`src/rtl/rv32i_pkg.sv`:
```
// Shared definitions for the multi-cycle RV32I core: opcodes, control FSM states
// and the mux/ALU select encodings used by control, extend unit and datapath.
package rv32i_pkg;

  localparam logic [6:0] OP_LOAD   = 7'b0000011;
  localparam logic [6:0] OP_STORE  = 7'b0100011;
  localparam logic [6:0] OP_R      = 7'b0110011;
  localparam logic [6:0] OP_I      = 7'b0010011;
  localparam logic [6:0] OP_BRANCH = 7'b1100011;
  localparam logic [6:0] OP_JAL    = 7'b1101111;

  typedef enum logic [3:0] {
    S_RESET    = 4'd0,
    S_FETCH    = 4'd1,
    S_DECODE   = 4'd2,
    S_MEMADR   = 4'd3,
    S_MEMREAD  = 4'd4,
    S_MEMWB    = 4'd5,
    S_MEMWRITE = 4'd6,
    S_EXECUTER = 4'd7,
    S_EXECUTEI = 4'd8,
    S_ALUWB    = 4'd9,
    S_JAL      = 4'd10,
    S_BEQ      = 4'd11,
    S_HALT     = 4'd12
  } state_t;

  localparam logic [1:0] IMM_I = 2'b00;
  localparam logic [1:0] IMM_S = 2'b01;
  localparam logic [1:0] IMM_B = 2'b10;
  localparam logic [1:0] IMM_J = 2'b11;

  localparam logic [1:0] RES_ALUOUT    = 2'b00;
  localparam logic [1:0] RES_DATA      = 2'b01;
  localparam logic [1:0] RES_ALURESULT = 2'b10;

  localparam logic [1:0] SRCA_PC    = 2'b00;
  localparam logic [1:0] SRCA_OLDPC = 2'b01;
  localparam logic [1:0] SRCA_RS1   = 2'b10;

  localparam logic [1:0] SRCB_RS2  = 2'b00;
  localparam logic [1:0] SRCB_IMM  = 2'b01;
  localparam logic [1:0] SRCB_FOUR = 2'b10;

  localparam logic [1:0] ALUOP_ADD   = 2'b00;
  localparam logic [1:0] ALUOP_SUB   = 2'b01;
  localparam logic [1:0] ALUOP_FUNCT = 2'b10;

endpackage

```
`src/rtl/rv32i_imm_decode.sv`:
```
// Opcode to immediate-type select for the extend unit; shared with the
// single-cycle decoder.
module rv32i_imm_decode
  import rv32i_pkg::*;
(
  input  logic [6:0] op,
  output logic [1:0] ImmSrc
);

  always_comb begin
    ImmSrc = IMM_I;
    case (op)
      OP_STORE:  ImmSrc = IMM_S;
      OP_BRANCH: ImmSrc = IMM_B;
      OP_JAL:    ImmSrc = IMM_J;
      default:   ImmSrc = IMM_I;
    endcase
  end

endmodule

```
`src/rtl/rv32i_multicycle_control.sv`:
```
// Main control FSM of the multi-cycle RV32I core, with a memory ready handshake
// and a watchdog that halts the core with a sticky BusError on a stuck request.
module rv32i_multicycle_control
  import rv32i_pkg::*;
#(
  parameter int TIMEOUT_CYCLES = 255
) (
  input  logic       clk,
  input  logic       rstn,
  input  logic [6:0] op,
  input  logic       Zero,
  input  logic       MemReady,
  output logic       MemReq,
  output logic       MemWrite,
  output logic       AdrSrc,
  output logic       IRWrite,
  output logic       PCWrite,
  output logic       RegWrite,
  output logic [1:0] ResultSrc,
  output logic [1:0] ALUSrcA,
  output logic [1:0] ALUSrcB,
  output logic [1:0] ALUOp,
  output logic [1:0] ImmSrc,
  output logic       Illegal,
  output logic       BusError
);

  localparam int CW = (TIMEOUT_CYCLES > 0) ? $clog2(TIMEOUT_CYCLES + 1) : 1;

  state_t        state, next_state;
  logic [CW-1:0] wait_cnt;
  logic          waiting, timed_out;

  assign waiting   = MemReq & ~MemReady;
  // The limit is judged on the registered count, so a ready in that cycle still wins.
  assign timed_out = (TIMEOUT_CYCLES != 0) && waiting && (wait_cnt == CW'(TIMEOUT_CYCLES));

  rv32i_imm_decode u_imm_decode (
    .op     (op),
    .ImmSrc (ImmSrc)
  );

  always_ff @(posedge clk or negedge rstn) begin
    if (!rstn) begin
      state    <= S_RESET;
      wait_cnt <= '0;
    end else begin
      state <= next_state;
      if ((next_state != state) || MemReady) wait_cnt <= '0;
      else if (waiting)                      wait_cnt <= wait_cnt + 1'b1;
    end
  end

  always_comb begin
    next_state = state;
    MemReq     = 1'b0;
    MemWrite   = 1'b0;
    AdrSrc     = 1'b0;
    IRWrite    = 1'b0;
    PCWrite    = 1'b0;
    RegWrite   = 1'b0;
    ResultSrc  = RES_ALUOUT;
    ALUSrcA    = SRCA_PC;
    ALUSrcB    = SRCB_RS2;
    ALUOp      = ALUOP_ADD;
    Illegal    = 1'b0;
    BusError   = 1'b0;
    case (state)
      S_RESET: next_state = S_FETCH;
      S_FETCH: begin
        MemReq    = 1'b1;
        ALUSrcB   = SRCB_FOUR;
        ResultSrc = RES_ALURESULT;
        if (MemReady) begin
          IRWrite    = 1'b1;
          PCWrite    = 1'b1;
          next_state = S_DECODE;
        end
      end
      S_DECODE: begin
        ALUSrcA = SRCA_OLDPC;
        ALUSrcB = SRCB_IMM;
        case (op)
          OP_LOAD, OP_STORE: next_state = S_MEMADR;
          OP_R:              next_state = S_EXECUTER;
          OP_I:              next_state = S_EXECUTEI;
          OP_BRANCH:         next_state = S_BEQ;
          OP_JAL:            next_state = S_JAL;
          default: begin
            Illegal    = 1'b1;
            next_state = S_FETCH;
          end
        endcase
      end
      S_MEMADR: begin
        ALUSrcA    = SRCA_RS1;
        ALUSrcB    = SRCB_IMM;
        next_state = (op == OP_LOAD) ? S_MEMREAD : S_MEMWRITE;
      end
      S_MEMREAD: begin
        MemReq = 1'b1;
        AdrSrc = 1'b1;
        if (MemReady) next_state = S_MEMWB;
      end
      S_MEMWB: begin
        ResultSrc  = RES_DATA;
        RegWrite   = 1'b1;
        next_state = S_FETCH;
      end
      S_MEMWRITE: begin
        MemReq   = 1'b1;
        MemWrite = 1'b1;
        AdrSrc   = 1'b1;
        if (MemReady) next_state = S_FETCH;
      end
      S_EXECUTER: begin
        ALUSrcA    = SRCA_RS1;
        ALUOp      = ALUOP_FUNCT;
        next_state = S_ALUWB;
      end
      S_EXECUTEI: begin
        ALUSrcA    = SRCA_RS1;
        ALUSrcB    = SRCB_IMM;
        ALUOp      = ALUOP_FUNCT;
        next_state = S_ALUWB;
      end
      S_ALUWB: begin
        RegWrite   = 1'b1;
        next_state = S_FETCH;
      end
      // Link value OldPC+4 is formed here and written back in ALUWB.
      S_JAL: begin
        ALUSrcA    = SRCA_OLDPC;
        ALUSrcB    = SRCB_FOUR;
        PCWrite    = 1'b1;
        next_state = S_ALUWB;
      end
      S_BEQ: begin
        ALUSrcA    = SRCA_RS1;
        ALUOp      = ALUOP_SUB;
        PCWrite    = Zero;
        next_state = S_FETCH;
      end
      S_HALT: BusError = 1'b1;
      default: next_state = S_RESET;
    endcase
    if (timed_out) next_state = S_HALT;
  end

endmodule

```
`config.mk`:
```
export PLATFORM = sky130hd
export DESIGN_NAME = rv32i_multicycle_control
export DESIGN_NICKNAME = d
export VERILOG_FILES = /design/src/rtl/rv32i_pkg.sv /design/src/rtl/rv32i_imm_decode.sv /design/src/rtl/rv32i_multicycle_control.sv
export SDC_FILE = /design/constraint.sdc
export NUM_CORES = 1
export LEC_CHECK = 0
export BUFFER_PORTS_ARGS = -buffer_cell sky130_fd_sc_hd__clkbuf_2
export CORE_MARGIN = 2
export CORE_UTILIZATION = 30
export CTS_CLUSTER_SIZE = 14
export DETAILED_ROUTE_END_ITERATION = 16
export RECOVER_POWER = 25
export SLEW_MARGIN = 20
export SYNTH_ARGS = -nofsm -noshare
export SYNTH_HDL_FRONTEND = slang
export SYNTH_SLANG_ARGS = --single-unit
```
`constraint.sdc`:
```
create_clock -name clk -period 2.4 [get_ports clk]
set_input_delay 0 -clock clk [delete_from_list [all_inputs] [get_ports clk]]
set_output_delay 0 -clock clk [all_outputs]
set_load 0.005 [all_outputs]
```
Word-level counts from Yosys, hierarchy flattened --
Index checks and enable logic that the tools add are counted.
Word-level totals: bits in registers 12, input bits 11, word-level logic and storage cells 65, output and inout port bits 18
Cells by class: reduce and logical (&&, ||, !) cells 16, muxes and demuxes 24, bitwise logic cells 2, equality and inequality tests 20, add/subtract/negate cells 1
Operators with widths (count):
- one-hot mux 4 bit (8 select lines) | 1
- == test 4 bit (second input constant) | 5
- one-hot mux 4 bit (5 select lines) | 1
- == test 4 x 3 -> 1 bit (second input constant) | 4
- 2-to-1 mux 4 bit | 4
- 2-to-1 mux 8 bit | 2
- one-hot mux 2 bit (2 select lines) | 4
- == test 7 x 6 -> 1 bit (second input constant) | 2
- == test 7 bit (second input constant) | 2
- OR reduction 2 bit | 6
- 2-to-1 mux 1 bit | 9
- OR reduction 3 bit | 3
- adder 8 x 1 -> 8 bit (second input constant) | 1
- == test 4 x 2 -> 1 bit (second input constant) | 2
- == test 8 bit (second input constant) | 1
- OR reduction 4 bit | 2
- == test 7 x 2 -> 1 bit (second input constant) | 1
- == test 7 x 5 -> 1 bit (second input constant) | 1
- one-hot mux 2 bit (3 select lines) | 1
- OR reduction 6 bit | 1
- == test 4 x 1 -> 1 bit (second input constant) | 1
- logical NOT 4 bit | 1
- != test 4 bit | 1
- one-hot mux 1 bit (3 select lines) | 1
- other kinds (6) | 6

Depth between registers and ports, before layout --
Gate-level depths: netlist (run 1).
depth in word-level cells 9, gate-level depth with buffers 8

By module --
From an unflattened synthesis (run 1), not the netlist that was laid out.
Unflattened totals: cell total of the unflattened synthesis 143, area, all modules 1142.3 µm²
By module, submodules not included:
- rv32i_multicycle_control | area an instance 1098.6 µm², seq. area each 300.3 µm², cells each 137, times used 1
- rv32i_imm_decode | area an instance 43.8 µm², seq. area each 0.0 µm², cells each 6, times used 1

Least setup slack after synthesis (run 1) --
OpenSTA, ideal clock, no wires.
path kind register to register, start register wait_cnt[0], end register wait_cnt[1], stages on the path, launching flop included 7, path slack 405 ps, arrival time 1915 ps, cell sequence dfrtp_1 -> ha_1 -> and3_1 -> and3_1 -> and4_2 -> a2111oi_4 -> nor3b_2
On the way: word-level cells in the longest chain between the ends 6, elaborated cells between the ends (all ways) 9, those cells by class add/sub (1); eq/ne (2); mux (3); reduce/logical (3)
Ends and longest elaborated chain:
- from (decl) | RTL line rv32i_multicycle_control.sv:31 | logic [CW-1:0] wait_cnt;
- from (signal assigned) | RTL line rv32i_multicycle_control.sv:50 | else if (waiting) wait_cnt <= wait_cnt + 1'b1;
- == test 8 bit | RTL line rv32i_multicycle_control.sv:36 | assign timed_out = (TIMEOUT_CYCLES != 0) && waiting && (wait_cnt == CW'(TIMEOUT_CYCLES));
- logical AND 1 bit | RTL line rv32i_multicycle_control.sv:36
- 2-to-1 mux 4 bit | RTL line rv32i_multicycle_control.sv:147 | if (timed_out) next_state = S_HALT;
- != test 4 bit | RTL line rv32i_multicycle_control.sv:49 | if ((next_state != state) || MemReady) wait_cnt <= '0;
- logical OR 1 bit | RTL line rv32i_multicycle_control.sv:49
- 2-to-1 mux 8 bit / nonzero test 2 bit (equally long branches)
Parallel ways exist; a longest one is shown, timed or not. The select of a mux whose other input is x is not followed. A chain may end at the register's enable or synchronous reset.

Worst setup path after layout (run 1) --
Same ends and word-level chain as after synthesis.

==> run metrics, run 1 <==
status complete, no violations; initial antenna violation count 0; Post-synth EDFFs 0; crit share post-route 0.902; power density over cell area 315 mW/mm^2; proportion of layout cells with a drive suffix above 1 0.320; syn_area_per_cell 8.23 um^2; DRC 0; Detail Route Antenna Nets 0; largest buffer count on any clock path 2; critical path type reg -> reg; post-synth top area share 0.247; r2r endpoint wait_cnt[1]; Die H 67.7 um; worst vdd ir 0.000330 V; Die ar. 0.00458 mm^2; starting DRC count in detailed routing 21; CTS H-Tree Depth 1; worst rel slew slack 0.577; fin nets 191; vias post-DR 1128; num ports 29; Pwr Total 0.459 mW; RSZ-0062 raised after global routing false; CP required 2.57 ns; setup bufs post-CTS 0; Max-Cap Viols 0; setup TNS 0 ns; routed length per instance 11.8 um; cts bufs inserted 3; post-CTS sizing 0; num rows 23; CP Capture Type register; Worst Path Arrival 2.33 ns; Crit Reg-Reg Startpoint wait_cnt[0]; cell count after synthesis 148; worst setup skew after layout 0.00182 ns; Tmin final 2.16 ns; first-pass GRT wire length 4.20 mm; Post-Syn Nets 160; core area 0.00394 mm^2; register area 300 um^2; main flop type after synthesis dfrtp_1; leakage 0.663 nW; critical path startpoint category register; clock-pin transition on the worst setup and hold timing paths 0.05 ns; pins over their slew limit 0; Yosys reg bits 12; ANT cells 0; FF-to-FF path depth 6; Worst Max-Slew Pin Slew 0.634 ns; area of the multi-input gates 825 um^2; ranking of synthesized cells by area dfrtp_1, nor2_1, nand2_1; Area Growth Syn to Fin 19.8%; largest net degree at the start of global routing 21; Area after DPL 0.00140 mm^2; I/O Buffers 28; Total Wirelength 2.70 mm; CP startpoint wait_cnt[0]; clock root buffer clkbuf_8; post-DP HPWL 2.05 mm; Finished Cell Area 0.00146 mm^2; Tot GR Track Use 0.121; fmax 0.462 GHz; Critical Path End wait_cnt[1]; FFs w/ async S/R, synth 1.00; GPL Wtd Cong 0.840; area leader, netlist dfrtp_1; R2R Setup Slk 0.24 ns; sequential fraction of the synthesis area 0.247; Die W 67.7 um; Remaining Overflow, GRT 0; YS warnings 0; final setup vio count 0; CTS tree yes; worst hold path type in -> async; Final Hold Fails 0; number of global-route vias before repair 924; Max FO, Critical Path 8; count leader, synth nor2_1; Hold Slack 0.288 ns; Clock Sinks 12; Clk Latency, worst-skew pair 0.24 ns; most frequent cells after synthesis nor2_1, nand2_1, dfrtp_1, a21oi_1; Post-Route Utilization 0.370; vias per inst 4.95; TritonRoute pass-1 iters 4; starting density of the core 0.309; Distinct cells, synth 54; Mapped Area 0.00122 mm^2; Fillers 416
## worst min path at each step
stage                     start           to  depth (start not counted)
after global placement     rstn  wait_cnt[4]                          1
after floorplan            rstn     state[0]                          0
after global routing      op[5]     state[2]                          3
after CTS                  rstn  wait_cnt[4]                          2
after detailed placement   rstn  wait_cnt[6]                          1
final                      rstn  wait_cnt[5]                          2
## stage by stage
| step | cells | setup WS, ns |
|---|---|---|
| final | 228 | 0.236 |
| after global routing | 228 | 0.0852 |
| after CTS | 228 | 0.233 |
| after detailed placement | 223 | 0.245 |
| after global placement | 223 | 0.288 |
| after floorplan | 148 | 0.405 |
## final cells by class
| cell class | count | share of cell area |
|---|---|---|
| tap | 50 | 0.0429 |
| multi-input combinational | 121 | 0.565 |
| timing repair buffer | 35 | 0.133 |
| clock buffer | 4 | 0.0377 |
| sequential | 12 | 0.206 |
| inverter | 6 | 0.0154 |
## cell families after synthesis
group,Yosys count,synth area share
compound gates,31,0.221
xor+xnor,8,0.0730
fa+ha+maj,2,0.0195
buf+inv,15,0.0760
flops,12,0.247
mux,2,0.0164
simple gates,78,0.347
## sequential cells by signal, indices dropped and copies added (netlist names)
| name | count |
|---|---|
| wait_cnt | 8 |
| state | 4 |
## layout by cell type (no fill, tap or decap), types with 2 or more instances in the layout
| cell type | instances |
|---|---|
| nor2_1 | 30 |
| clkbuf_2 | 27 |
| nand2_1 | 15 |
| dfrtp_1 | 12 |
| a21oi_1 | 8 |
| buf_4 | 6 |
| nor3_1 | 5 |
| nand3_1 | 5 |
| xnor2_1 | 5 |
| nand2b_1 | 4 |
| inv_1 | 4 |
| clkbuf_8 | 4 |
| a31oi_1 | 2 |
| or3_1 | 2 |
| inv_2 | 2 |
| o21ai_1 | 2 |
| mux2i_1 | 2 |
| o21a_1 | 2 |
| a211oi_2 | 2 |
| and3_1 | 2 |
| and4_2 | 2 |
| o21ai_0 | 2 |
| nand4_1 | 2 |
| xor2_1 | 2 |
## report_power, final
| group | leakage [nW] | switching [mW] | total, mW | internal [mW] |
|---|---|---|---|---|
| logic | 0.476 | 0.0231 | 0.0388 | 0.0157 |
| registers | 0.157 | 0 | 0.203 | 0.203 |
| clock network | 0.0288 | 0.0727 | 0.217 | 0.145 |
| total | 0.663 | 0.0958 | 0.459 | 0.363 |
## critical path, cell delays in order, from the launching register on
cell	delay (ns)
dfrtp_1	0.41
ha_1	0.22
and3_1	0.19
and3_1	0.22
and4_2	0.27
a2111oi_4	0.53
nor3b_2	0.24
## timing repair
item,in CTS,in global routing
setup endpoints to repair,0,0
hold buffers,1,0
hold endpoints to repair,12,0
## layer usage
layer	global-route usage	routed length [um]	up-vias
met5	0	0	-
met4	0.0459	42	0
met3	0.0317	105	6
met2	0.186	1220	19
met1	0.160	1330	520
li1	-	-	583
No activity file was read; power rests on OpenSTA's default activity.
==> inputs of run 2 (changes only) <==
--- a/config.mk
+++ b/config.mk
@@ -7,11 +7,13 @@
 export LEC_CHECK = 0
 export BUFFER_PORTS_ARGS = -buffer_cell sky130_fd_sc_hd__clkbuf_2
 export CORE_MARGIN = 2
-export CORE_UTILIZATION = 30
+export CORE_UTILIZATION = 52
 export CTS_CLUSTER_SIZE = 14
 export DETAILED_ROUTE_END_ITERATION = 16
+export PLACE_DENSITY = 0.78
 export RECOVER_POWER = 25
 export SLEW_MARGIN = 20
 export SYNTH_ARGS = -nofsm -noshare
 export SYNTH_HDL_FRONTEND = slang
+export SYNTH_HIERARCHICAL = 1
 export SYNTH_SLANG_ARGS = --single-unit
==> run metrics, run 2 <==
cts bufs inserted 3 (unchanged); TritonRoute pass-1 iters 4 (unchanged); max FFs per register 8 (unchanged); worst setup skew after layout 0.00600 ns (was 0.00182 ns); first-pass GRT wire length 4.90 mm (was 4.20 mm); post-synth top area share 0.263 (was 0.247); ranking of synthesized cells by area dfrtp_1, nor2_1, nand2_1 (unchanged); Detail Route Antenna Nets 0 (unchanged); Worst Max-Slew Pin Slew 0.654 ns (was 0.634 ns); pins over their slew limit 0 (unchanged); Clock Sinks 12 (unchanged); Final Non-Filler Cells 201 (was 228); worst hold path type in -> async (unchanged); status complete, no violations (unchanged); Remaining Overflow, GRT 0 (unchanged); Tot GR Track Use 0.248 (was 0.121); critical path startpoint category register (unchanged); core area 0.00202 mm^2 (was 0.00394 mm^2); register area 300 um^2 (unchanged); main flop type after synthesis dfrtp_1 (unchanged); commonest non-fill, non-tap cell in the layout clkbuf_2 (was nor2_1); fin nets 187 (was 191); vias post-DR 1182 (was 1128); commonest cells after routing, fill and taps aside clkbuf_2, nor2_1, nand2_1 (was nor2_1, clkbuf_2, nand2_1); cell count after synthesis 143 (was 148); proportion of layout cells with a drive suffix above 1 0.282 (was 0.320); CTS tree yes (unchanged); Clk Latency, worst-skew pair 0.28 ns (was 0.24 ns); initial antenna violation count 0 (unchanged); num rows 16 (was 23); CTS H-Tree Depth 1 (unchanged); syn_area_per_cell 7.99 um^2 (was 8.23 um^2); CP Capture Type register (unchanged); crit share post-route 0.890 (was 0.902); Post-synth EDFFs 0 (unchanged); largest buffer count on any clock path 2 (unchanged); area leader, netlist dfrtp_1 (unchanged); R2R Setup Slk 0.26 ns (was 0.24 ns); Reg with most FFs wait_cnt (unchanged); Max FO, Critical Path 8 (unchanged); CP startpoint state[2] (was wait_cnt[0]); Die W 50.9 um (was 67.7 um); starting density of the core 0.565 (was 0.309); vias per inst 5.88 (was 4.95); GPL Wtd Cong 0.877 (was 0.840); FF-to-FF path depth 5 (was 6); ANT cells 0 (unchanged); Die H 50.9 um (was 67.7 um); FFs w/ async S/R, synth 1.00 (unchanged); fmax 0.468 GHz (was 0.462 GHz); area of the multi-input gates 813 um^2 (was 825 um^2); worst rel slew slack 0.564 (was 0.577); starting DRC count in detailed routing 30 (was 21); Fillers 179 (was 416); clock-pin transition on the worst setup and hold timing paths 0.08 ns (was 0.05 ns); Tmin final 2.14 ns (was 2.16 ns); most frequent cells after synthesis nor2_1, nand2_1, dfrtp_1, nor3_1 (was nor2_1, nand2_1, dfrtp_1, a21oi_1); I/O Buffers 28 (unchanged); worst vdd ir 0.000476 V (was 0.000330 V); Final Hold Fails 0 (unchanged); Die ar. 0.00259 mm^2 (was 0.00458 mm^2); sequential fraction of the synthesis area 0.263 (was 0.247); biggest registers after layout wait_cnt x8, state x4 (unchanged); DRC 0 (unchanged); setup TNS 0 ns (unchanged); Max-Cap Viols 0 (unchanged); Yosys reg bits 12 (unchanged); Crit Reg-Reg Startpoint state[2] (was wait_cnt[0]); number of global-route vias before repair 1107 (was 924); Mapped Area 0.00114 mm^2 (was 0.00122 mm^2); Area Growth Syn to Fin 20.9% (was 19.8%); RSZ-0062 raised after global routing false (unchanged); critical path type reg -> reg (unchanged); YS warnings 6 (was 0); largest net degree at the start of global routing 24 (was 21); Critical Path End wait_cnt[2] (was wait_cnt[1]); CP required 2.54 ns (was 2.57 ns); Post-Syn Nets 155 (was 160); Distinct cells, synth 47 (was 54); routed length per instance 14.5 um (was 11.8 um); post-DP HPWL 2.15 mm (was 2.05 mm); power density over cell area 839 mW/mm^2 (was 315 mW/mm^2); leakage 0.604 nW (was 0.663 nW); Worst Path Arrival 2.28 ns (was 2.33 ns); count leader, synth nor2_1 (unchanged); Total Wirelength 2.91 mm (was 2.70 mm); Post-Route Utilization 0.683 (was 0.370); r2r endpoint wait_cnt[2] (was wait_cnt[1]); num ports 29 (unchanged); clock root buffer clkbuf_4 (was clkbuf_8); placed cells 196 (was 223); final setup vio count 0 (unchanged)
[run 2: cell count changes after synthesis, moves of 3 or more]
cell | before | now
clkbuf_1 | 1 | 7
inv_1 | 4 | 1
nand2b_1 | 4 | 8
nand3_1 | 5 | 2
nor2_1 | 30 | 18
nor3_1 | 5 | 9
o21ai_0 | 2 | 7
o22ai_1 | 0 | 3
xor2_1 | 2 | 5
[run 2: through the flow]
step | area [um^2] | setup WS [ns] | hold WS [ns] | power, mW
4_1_cts | 1380 | 0.206 | 0.142 | 1.16
5_1_grt | 1380 | 0.118 | 0.308 | 1.26
3_5_place_dp | 1330 | 0.217 | -0.103 | 0.993
2_1_floorplan | 1140 | 0.344 | -0.296 | 0.749
3_3_place_gp | 1330 | 0.316 | -0.111 | 0.979
6_report | 1380 | 0.264 | 0.262 | 1.16
[run 2: per-layer routing]
layer,GRT usage,part of all wire
met1,0.307,0.43
met2,0.428,0.51
met3,0.0468,0.046
met4,0.0946,0.014
met5,0,0
[run 2: timing repair]
action,CTS,global route
resized for setup,0,1
setup endpoints to repair,0,1
setup buffers,0,0
hold buffers,1,0
hold endpoints to repair,12,0
[run 2: worst min path at each step]
stage / startpoint / to / slack (ns) / cells after the start
6_report: rstn / wait_cnt[0] / 0.26 / 2
5_1_grt: rstn / wait_cnt[4] / 0.31 / 2
4_1_cts: rstn / state[1] / 0.14 / 2
2_1_floorplan: rstn / state[0] / -0.30 / 0
3_3_place_gp: rstn / state[1] / -0.11 / 1
3_5_place_dp: rstn / state[1] / -0.10 / 1
[run 2: cell type report]
class	instances	area share
timing repair buffer	35	0.140
tap	27	0.0245
sequential	12	0.217
clock buffer	4	0.0263
multi-input combinational	122	0.589
inverter	1	0.00272
[run 2: power by group]
| part | switching, mW | internal [mW] | total [mW] |
|---|---|---|---|
| Clock | 0.0670 | 0.0923 | 0.159 |
| Sequential | 0.0370 | 0.231 | 0.268 |
| Combinational | 0.408 | 0.324 | 0.732 |
[run 2: cell families (layout without fill, tap and decap cells)]
family | after synthesis | after routing | synth area share
AO/OA/AOI/OAI | 35 | 35 | 0.245
XOR/XNOR | 9 | 9 | 0.0690
adder cells (fa/ha/maj) | 1 | 1 | 0.0110
buffers and inverters | 9 | 40 | 0.0307
flip-flops | 12 | 12 | 0.263
multiplexers | 1 | 1 | 0.00876
AND/OR/NAND/NOR | 76 | 76 | 0.372
[run 2: worst max-delay path: stages (launching register included)]
cell	delay, ns
dfrtp_1	0.42
or4b_2	0.81
nor4_2	0.35
o31ai_1	0.13
o221ai_2	0.18
nor2_1	0.10
